**config.mk**
```make
export PLATFORM = sky130hd
export DESIGN_NAME = scale_div_responder
export DESIGN_NICKNAME = d
export VERILOG_FILES = /design/src/rtl/scale_div_responder.sv
export SDC_FILE = /design/constraint.sdc
export NUM_CORES = 1
export LEC_CHECK = 0
export ABC_AREA = 0
export CORE_MARGIN = 3
export CORE_UTILIZATION = 58
export CTS_CLUSTER_DIAMETER = 120
export CTS_CLUSTER_SIZE = 8
export DETAILED_ROUTE_END_ITERATION = 12
export DONT_BUFFER_PORTS = 1
export PLACE_DENSITY_LB_ADDON = 0.15
export SKIP_LAST_GASP = 1
export SLEW_MARGIN = 20
export SYNTH_ARGS = -nofsm -noshare
export SYNTH_HDL_FRONTEND = slang
export SYNTH_SLANG_ARGS = --single-unit
export TNS_END_PERCENT = 5
```
**constraint.sdc**
```tcl
create_clock -name clk -period 2.96 [get_ports clk]
set_input_delay 0.592 -clock clk [delete_from_list [all_inputs] [get_ports clk]]
set_output_delay 0.592 -clock clk [all_outputs]
set_load 0.01 [all_outputs]
```
**src/rtl/scale_div_responder.sv**
```systemverilog
// Multi-cycle unsigned divider for the scale-parameter generator.
// Radix-2 restoring division, one quotient bit per clock, with a held response.
module scale_div_responder #(
    parameter int NUMER_W = 32,
    parameter int DENOM_W = 16,
    parameter int TAG_W   = 2
) (
    input  logic               clk,
    input  logic               rst_n,
    input  logic               req_valid,
    output logic               req_ready,
    input  logic [NUMER_W-1:0] req_numer,
    input  logic [DENOM_W-1:0] req_denom,
    input  logic [TAG_W-1:0]   req_tag,
    output logic               rsp_valid,
    input  logic               rsp_ready,
    output logic [NUMER_W-1:0] rsp_quot,
    output logic [DENOM_W-1:0] rsp_rem,
    output logic [TAG_W-1:0]   rsp_tag,
    output logic               rsp_div0,
    output logic               busy
);

    // Handshakes: a transfer happens on a rising edge where valid and ready are
    // both high; valid never waits on ready, and payload is held until transfer.

    localparam int CNT_W = (NUMER_W > 1) ? $clog2(NUMER_W) : 1;

    typedef enum logic [1:0] {
        S_Idle    = 2'd0,
        S_Iterate = 2'd1,
        S_Div0    = 2'd2,
        S_Respond = 2'd3
    } state_t;

    state_t             r_state;
    state_t             w_next_state;

    logic [NUMER_W-1:0] r_nq;
    logic [DENOM_W:0]   r_rem;
    logic [DENOM_W-1:0] r_den;
    logic [TAG_W-1:0]   r_tag;
    logic               r_div0;
    logic [CNT_W-1:0]   r_cnt;

    logic               w_accept;
    logic               w_rsp_hs;
    logic               w_last_iter;
    logic [DENOM_W:0]   w_shift;
    logic [DENOM_W:0]   w_den_ext;
    logic               w_ge;
    logic [DENOM_W:0]   w_sub;
    logic               w_unused_rem_msb;

    assign w_accept    = (r_state == S_Idle) && req_valid;
    assign w_rsp_hs    = (r_state == S_Respond) && rsp_ready;
    assign w_last_iter = (r_cnt == CNT_W'(NUMER_W - 1));

    // The partial remainder stays below the denominator between steps, so its
    // low DENOM_W bits plus the incoming numerator bit form the full shifted value.
    assign w_shift   = {r_rem[DENOM_W-1:0], r_nq[NUMER_W-1]};
    assign w_den_ext = {1'b0, r_den};
    assign w_ge      = (w_shift >= w_den_ext);
    assign w_sub     = w_shift - w_den_ext;

    assign w_unused_rem_msb = r_rem[DENOM_W];

    always_ff @(posedge clk or negedge rst_n) begin
        if (!rst_n) begin
            r_state <= S_Idle;
        end else begin
            r_state <= w_next_state;
        end
    end

    always_comb begin
        w_next_state = r_state;
        case (r_state)
            S_Idle: begin
                if (w_accept) begin
                    w_next_state = (req_denom != '0) ? S_Iterate : S_Div0;
                end
            end
            S_Iterate: begin
                if (w_last_iter) begin
                    w_next_state = S_Respond;
                end
            end
            S_Div0: begin
                w_next_state = S_Respond;
            end
            S_Respond: begin
                if (w_rsp_hs) begin
                    w_next_state = S_Idle;
                end
            end
            default: begin
                w_next_state = S_Idle;
            end
        endcase
    end

    // r_nq holds the numerator on entry and shifts quotient bits in from the LSB,
    // so after the last step it holds the full quotient.
    always_ff @(posedge clk or negedge rst_n) begin
        if (!rst_n) begin
            r_nq   <= '0;
            r_rem  <= '0;
            r_den  <= '0;
            r_tag  <= '0;
            r_div0 <= 1'b0;
            r_cnt  <= '0;
        end else begin
            case (r_state)
                S_Idle: begin
                    if (w_accept) begin
                        r_nq   <= req_numer;
                        r_den  <= req_denom;
                        r_tag  <= req_tag;
                        r_rem  <= '0;
                        r_cnt  <= '0;
                        r_div0 <= 1'b0;
                    end
                end
                S_Iterate: begin
                    r_nq  <= {r_nq[NUMER_W-2:0], w_ge};
                    r_rem <= w_ge ? w_sub : w_shift;
                    r_cnt <= r_cnt + CNT_W'(1);
                end
                S_Div0: begin
                    r_rem  <= {1'b0, r_nq[DENOM_W-1:0]};
                    r_nq   <= '1;
                    r_div0 <= 1'b1;
                end
                default: begin
                end
            endcase
        end
    end

    assign req_ready = (r_state == S_Idle);
    assign busy      = (r_state != S_Idle);
    assign rsp_valid = (r_state == S_Respond);
    assign rsp_quot  = r_nq;
    assign rsp_rem   = r_rem[DENOM_W-1:0];
    assign rsp_tag   = r_tag;
    assign rsp_div0  = r_div0;

endmodule

```
==> results of run 1 <==
worst register-to-register path: cells and delay by family (launching register included):
kind	cells	cell delay, ps
flip-flops	1	450
AO/OA/AOI/OAI	5	1250
multiplexers	1	100
adder cells (fa/ha/maj)	2	600
XOR/XNOR	1	170
buffers and inverters	2	170
registers in the layout, summed over array words and instances (netlist names):
signal / count
r_rem: 16
rsp_quot: 32
rsp_div0: 1
r_cnt: 5
r_state: 2
r_den: 16
rsp_tag: 2
synth_stat cells, types with 7 or more instances:
| cell type | n |
|---|---|
| a21oi_1 | 105 |
| dfrtp_1 | 74 |
| o21ai_0 | 56 |
| nand2_1 | 54 |
| nor2_1 | 47 |
| clkbuf_1 | 31 |
| inv_1 | 26 |
| ha_1 | 24 |
| mux2_2 | 18 |
| and3_1 | 12 |
| nand3_1 | 8 |
| nor3_1 | 8 |
| o21ai_1 | 7 |
power breakdown:
group / internal, uW / total [uW] / switching, uW
logic: 1780 / 4640 / 2860
clock network: 391 / 783 / 392
registers: 1500 / 2130 / 621
total: 3680 / 7550 / 3870
final timing paths:
check,from,end,depth (start not counted)
max,rsp_quot[31],r_rem[14],11
min,rst_n,r_den[1],1
max reg2reg,rsp_quot[31],r_rem[14],11
min reg2reg,r_cnt[4],r_cnt[4],1
max in group asynchronous,rst_n,r_rem[8],1
min in group clk,req_denom[4],r_den[4],1
cell type report:
| cell class | instances | share of cell area [%] |
|---|---|---|
| flip-flops and latches | 74 | 36.9 |
| repair buffers | 10 | 2.15 |
| clock inverters | 6 | 1.30 |
| well taps | 102 | 2.54 |
| multi-input cells | 430 | 52.5 |
| clock buffers | 10 | 2.54 |
| inverters | 27 | 2.02 |
timing repair:
item	in CTS	in global routing
hold buffers	1	0
gates resized for setup	0	1
hold endpoints to repair	74	0
endpoints found under the setup margin	0	1
cells by family after synthesis:
kind of cell | count (synthesis) | share of synthesized area [%]
adders and majority gates | 25 | 6.73
and+or+nand+nor | 158 | 15.5
AOI/OAI and AO/OA | 216 | 26.1
buffers and inverters | 66 | 5.97
muxes | 22 | 5.10
xor gates and xnor gates | 9 | 1.66
DFF | 74 | 38.9
stage by stage:
stage / instance area, um^2 / total power (uW) / util (%) / worst slack, ps / std cells
2_1_floorplan: 4760 / 5680 / - / 471 / 570
3_3_place_gp: 4790 / 6550 / 61.0 / 248 / 642
3_5_place_dp: 4790 / 6670 / 61.0 / 175 / 642
4_1_cts: 5010 / 7490 / 63.8 / 121 / 659
5_1_grt: 5010 / 8250 / 63.9 / 3.97 / 659
6_report: 5010 / 7550 / 63.9 / 141 / 659
metal layers:
metal  up-vias  wire length [um]
li1       1999                 -
met1      1867              5250
met2       140              5500
met3        30              1060
met4         0               384
met5         -                 0
==> qor.txt, run 1 <==
# setup viols final - 0
peak supply drop - 0.612 mV
die width - 96.6 um
DRC violations left - 0
Die H - 96.6 um
flip-flop and latch area - 1850 um^2
Pre-antenna DRT Iters - 6
synth-to-layout area growth - 5.36%
grt met1 use - 36.8%
CP delay by family, top - compound AO/OA/AOI/OAI gates
Multi-input gate area - 2630 um^2
IO buf count - 0
# clock sinks - 74
H-tree depth - 3
Least-Margin Pin Slew - 769 ps
die footprint - 9330 um^2
CTS Buffer Depth - 2
ANT nets after route - 0
fin crit share - 95.2%
Yosys reg bits - 74
post-synthesis cell type count - 63
WP data required - 3230 ps
Max Slew Vio Count - 0
main flop type after synthesis - dfrtp_1
largest net degree at the start of global routing - 75
GR met3 Demand/Resource - 7.36%
vias in the first global route - 3885
Crit. End Element - register
leakage power - 0.00222 uW
Overflow after GRT - 0
Mapped Nets - 649
antenna violations before repair - 0
Max Cap Viol - 0
gr usage total - 27.1%
WL/cell - 18.5 um
layout cells sized above 1 - 10.4%
Root Driver - clkbuf_8
synthesized area - 4760 um^2
CTS tree - built
Ant. Diodes - 0
Crit path largest cell delay - 450 ps
Cells after Synth - 570
Seq/Total Area, Yosys - 38.9%
largest area contributor in the synthesized netlist - dfrtp_1
Arrival @ worst endpoint - 3090 ps
fraction of registers with async set/reset - 100%
GR Layer Usage met2 - 40.7%
worst hold margin - 95.1 ps
Crit Path Category - register to register
status - finished, final reports clean
Worst Path Max Fanout - 3
worst clock skew - 14.8 ps
Nets - 631
Buffers & Inverters on Critical Path - 2
Final Hold Violating Endpoints - 0
synthesized area per cell - 8.35 um^2
Tmin final - 2820 ps
most frequent cells in the layout - a21oi_1 (105), dfrtp_1 (74), o21ai_0 (56), nand2_1 (54), nor2_1 (47)
Cell Chain, Critical Path - inv_1 > ha_1 > inv_1 > fa_1 > a211oi_2 > o21ai_0 > a31o_2 > a311oi_1 > xnor2_1 > mux2i_1 > o21ai_1
latest clock arrival within the worst-skew pair - 350 ps
R2R setup slack - 140 ps
setup TNS - 0 ps
worst-path cell with the longest stage delay - dfrtp_1
Fillers - 698
Starting Density - 60.7%
Worst setup SP type - register
hpwl dp - 9010 um
Post-synth EDFFs - 0
Placer Congestion - 0.959
TritonCTS Buffers - 9
most frequent CP cell - inv_1
RSZ-0062 raised after global routing - no
grt peak-use layer - met2
vias - 4036
drt initial violations - 307
power per cell area - 1510 nW/um^2
first-pass GRT wire length - 19200 um
Post-CTS Setup Inserts - 0
core area - 7850 um^2
Synth top area share - 38.9%
commonest non-fill, non-tap cell in the layout - a21oi_1
Routed WL - 12200 um
Worst slew margin - 48.6%
largest cells by area after synthesis - dfrtp_1 (39%), a21oi_1 (11%), ha_1 (6.3%), o21ai_0 (5.9%), mux2_2 (4.3%)
Max Clock Freq - 355 MHz
CTS clk-pin slew, worst paths - 90 ps
Hold Crit Class - primary input to async pin
via density per instance - 6.12
# IOs - 108
synth warn - 0
FP Rows - 32
No activity file was read; power rests on OpenSTA's default activity.
==> inputs of run 2 (changes only) <==
--- a/config.mk
+++ b/config.mk
@@ -5,14 +5,14 @@
 export SDC_FILE = /design/constraint.sdc
 export NUM_CORES = 1
 export LEC_CHECK = 0
-export ABC_AREA = 0
+export ABC_AREA = 1
 export CORE_MARGIN = 3
 export CORE_UTILIZATION = 58
 export CTS_CLUSTER_DIAMETER = 120
 export CTS_CLUSTER_SIZE = 8
 export DETAILED_ROUTE_END_ITERATION = 12
 export DONT_BUFFER_PORTS = 1
-export PLACE_DENSITY_LB_ADDON = 0.15
+export PLACE_DENSITY = 0.74
 export SKIP_LAST_GASP = 1
 export SLEW_MARGIN = 20
 export SYNTH_ARGS = -nofsm -noshare
==> run 2 against run 1 <==
  * Non-clock buffer count is 2 lower
  * Via count is 11% higher
  * Synthesized cell count is 21% higher
==> qor.txt, run 2 <==
antenna violations before repair - 0
power per cell area - 1250 nW/um^2
synthesized area per cell - 7.05 um^2
die width - 97.4 um
Worst Setup Slack post-DPL - 401 ps
Die H - 97.4 um
vias - 4488
synthesized area - 4840 um^2
Post-synth EDFFs - 0
gr usage total - 28.8%
CTS Buffer Depth - 2
synth warn - 0
wl on met1 - 5600 um
Max Slew Vio Count - 0
switching share of power - 51.9%
most frequent cells in the layout - nand2_1 (196), inv_1 (118), o21ai_0 (85), dfrtp_1 (74), nand3_1 (46)
met3 routed WL - 1090 um
vias in the first global route - 4444
FP Rows - 32
Cell Chain, Critical Path - ha_1 > nand2_1 > nor2_1 > nand3_1 > nand3_2 > nand2_2 > nand2_4 > nand3_1 > nand3_1 > nand2_1 > nand2_1 > nand2_1
latest clock arrival within the worst-skew pair - 360 ps
Mapped Nets - 766
worst-path cell with the longest stage delay - dfrtp_1
CTS tree - built
CTS clk-pin slew, worst paths - 90 ps
Hold Crit Class - primary input to async pin
worst hold margin - 114 ps
Final Hold Violating Endpoints - 0
core area - 7930 um^2
worst clock skew - 10.2 ps
fin crit share - 86.4%
Placer Congestion - 0.893
WP data required - 3220 ps
ANT nets after route - 0
max FFs per register - 32
Int Pwr - 3090 uW
Arrival @ worst endpoint - 2820 ps
largest net degree at the start of global routing - 75
top-count cell post-synth - nand2_1
status - finished, final reports clean
TritonCTS Buffers - 9
drt initial violations - 217
Least-Margin Pin Slew - 739 ps
H-tree depth - 3
Comb power frac - 57.1%
Routed WL - 13200 um
most frequent CP cell - nand2_1
Final WS setup - 403 ps
post-CTS sizing - 0
RSZ-0062 raised after global routing - no
Clock power frac - 12.9%
layout cells sized above 1 - 5.56%
# IOs - 108
Crit path largest cell delay - 490 ps
Cells after Synth - 687
Tot Pwr - 6420 uW
Tmin final - 2560 ps
Worst slew margin - 50.7%
via density per instance - 5.72
Post-CTS Setup Inserts - 0
first-pass GRT wire length - 22100 um
sequential power share - 30.0%
Seq/Total Area, Yosys - 38.2%
# setup viols final - 0
Starting Density - 61.1%
synth-to-layout area growth - 6.12%
IO buf count - 0
Pre-antenna DRT Iters - 6
Crit. End Element - register
Synth top area share - 38.2%
Worst setup SP type - register
main flop type after synthesis - dfrtp_1
peak supply drop - 0.730 mV
Max Cap Viol - 0
DR top layer - met4
# clock sinks - 74
NetSw - 3330 uW
hpwl dp - 9600 um
post-synthesis cell type count - 34
die footprint - 9490 um^2
Overflow after GRT - 0
Met2 Wirelength - 6190 um
WL/cell - 16.8 um
Root Driver - clkbuf_8
DRC violations left - 0
fraction of registers with async set/reset - 100%
commonest non-fill, non-tap cell in the layout - nand2_1
top cells by count, synth - nand2_1 (196), inv_1 (118), o21ai_0 (85)
Ant. Diodes - 0
largest area contributor in the synthesized netlist - dfrtp_1
Nets - 757
Max Clock Freq - 391 MHz
largest cells by area after synthesis - dfrtp_1 (38%), nand2_1 (15%), inv_1 (9.1%), o21ai_0 (8.8%), ha_1 (6.2%)
Worst Path Max Fanout - 17
setup TNS - 0 ps
Yosys reg bits - 74
leakage power - 0.00273 uW
Crit Path Category - register to register
run 2: cell types whose count changed in the layout (fill, tap and decap cells not counted), sizes merged, moves of 25 or more:
cell | before | now
a21oi | 106 | 13
nand2 | 55 | 201
o211ai | 6 | 32
inv | 28 | 123
nand3 | 8 | 47
o21ai | 63 | 88
run 2: power by group through the flow:
stage / Clock (uW) / Sequential, uW / Combinational [uW]
final: 827 / 1920 / 3670
after global routing: 879 / 1980 / 4220
after CTS: 839 / 1930 / 3650
after detailed placement: 0 / 1940 / 3600
after global placement: 0 / 1930 / 3490
after floorplan: 0 / 1820 / 2850
run 2: cell families after synthesis:
| group | Yosys count | synth area share [%] |
|---|---|---|
| DFF | 74 | 38.2 |
| and+or+nand+nor | 294 | 26.0 |
| AOI/OAI and AO/OA | 138 | 16.1 |
| adders and majority gates | 25 | 6.61 |
| buffers and inverters | 150 | 12.0 |
| xor gates and xnor gates | 6 | 1.08 |
run 2: per-stage QoR:
stage          std cells  instance area [um^2]  utilization, %
2_1_floorplan        687                  4840               -
3_3_place_gp         768                  4910            61.9
3_5_place_dp         768                  4910            61.9
4_1_cts              785                  5140            64.8
5_1_grt              785                  5140            64.9
6_report             785                  5140            64.9
run 2: area by class of cell:
class / count / area, um^2
inverters: 122 / 458
flip-flops and latches: 74 / 1850
clock buffers: 10 / 128
multi-input cells: 463 / 2420
repair buffers: 8 / 80.1
clock inverters: 6 / 72.6
well taps: 102 / 128
fillers: 708 / 2790
run 2: worst max-delay path, delay by kind of cell, from the launching register on:
family / cells / cell delay (ps)
fa+ha+maj: 1 / 430
simple gates: 11 / 1540
flops: 1 / 490
run 2: timing repair:
| item | 4_1_cts | 5_1_grt |
|---|---|---|
| hold buffers | 1 | 0 |
| endpoints found under the hold margin | 74 | 0 |
| endpoints found under the setup margin | 0 | 0 |
run 2: metal layers:
metal  track usage (%)  vias to the layer above
li1                  -                     2184
met3              6.89                       30
met1              38.4                     2087
met5                 0                        -
met4              10.9                        0
met2              45.7                      187
run 2: path summary, 6_finish.rpt:
check,startpoint,endpoint,slack [ps],cells past startpoint
max,r_rem[4],r_rem[12],400,12
min,rst_n,rsp_quot[1],110,1
max reg2reg,r_rem[4],r_rem[12],400,12
min reg2reg,r_den[8],r_den[8],500,2
max in group asynchronous,rst_n,r_state[0],2550,1
min in group clk,req_denom[0],r_den[0],340,2
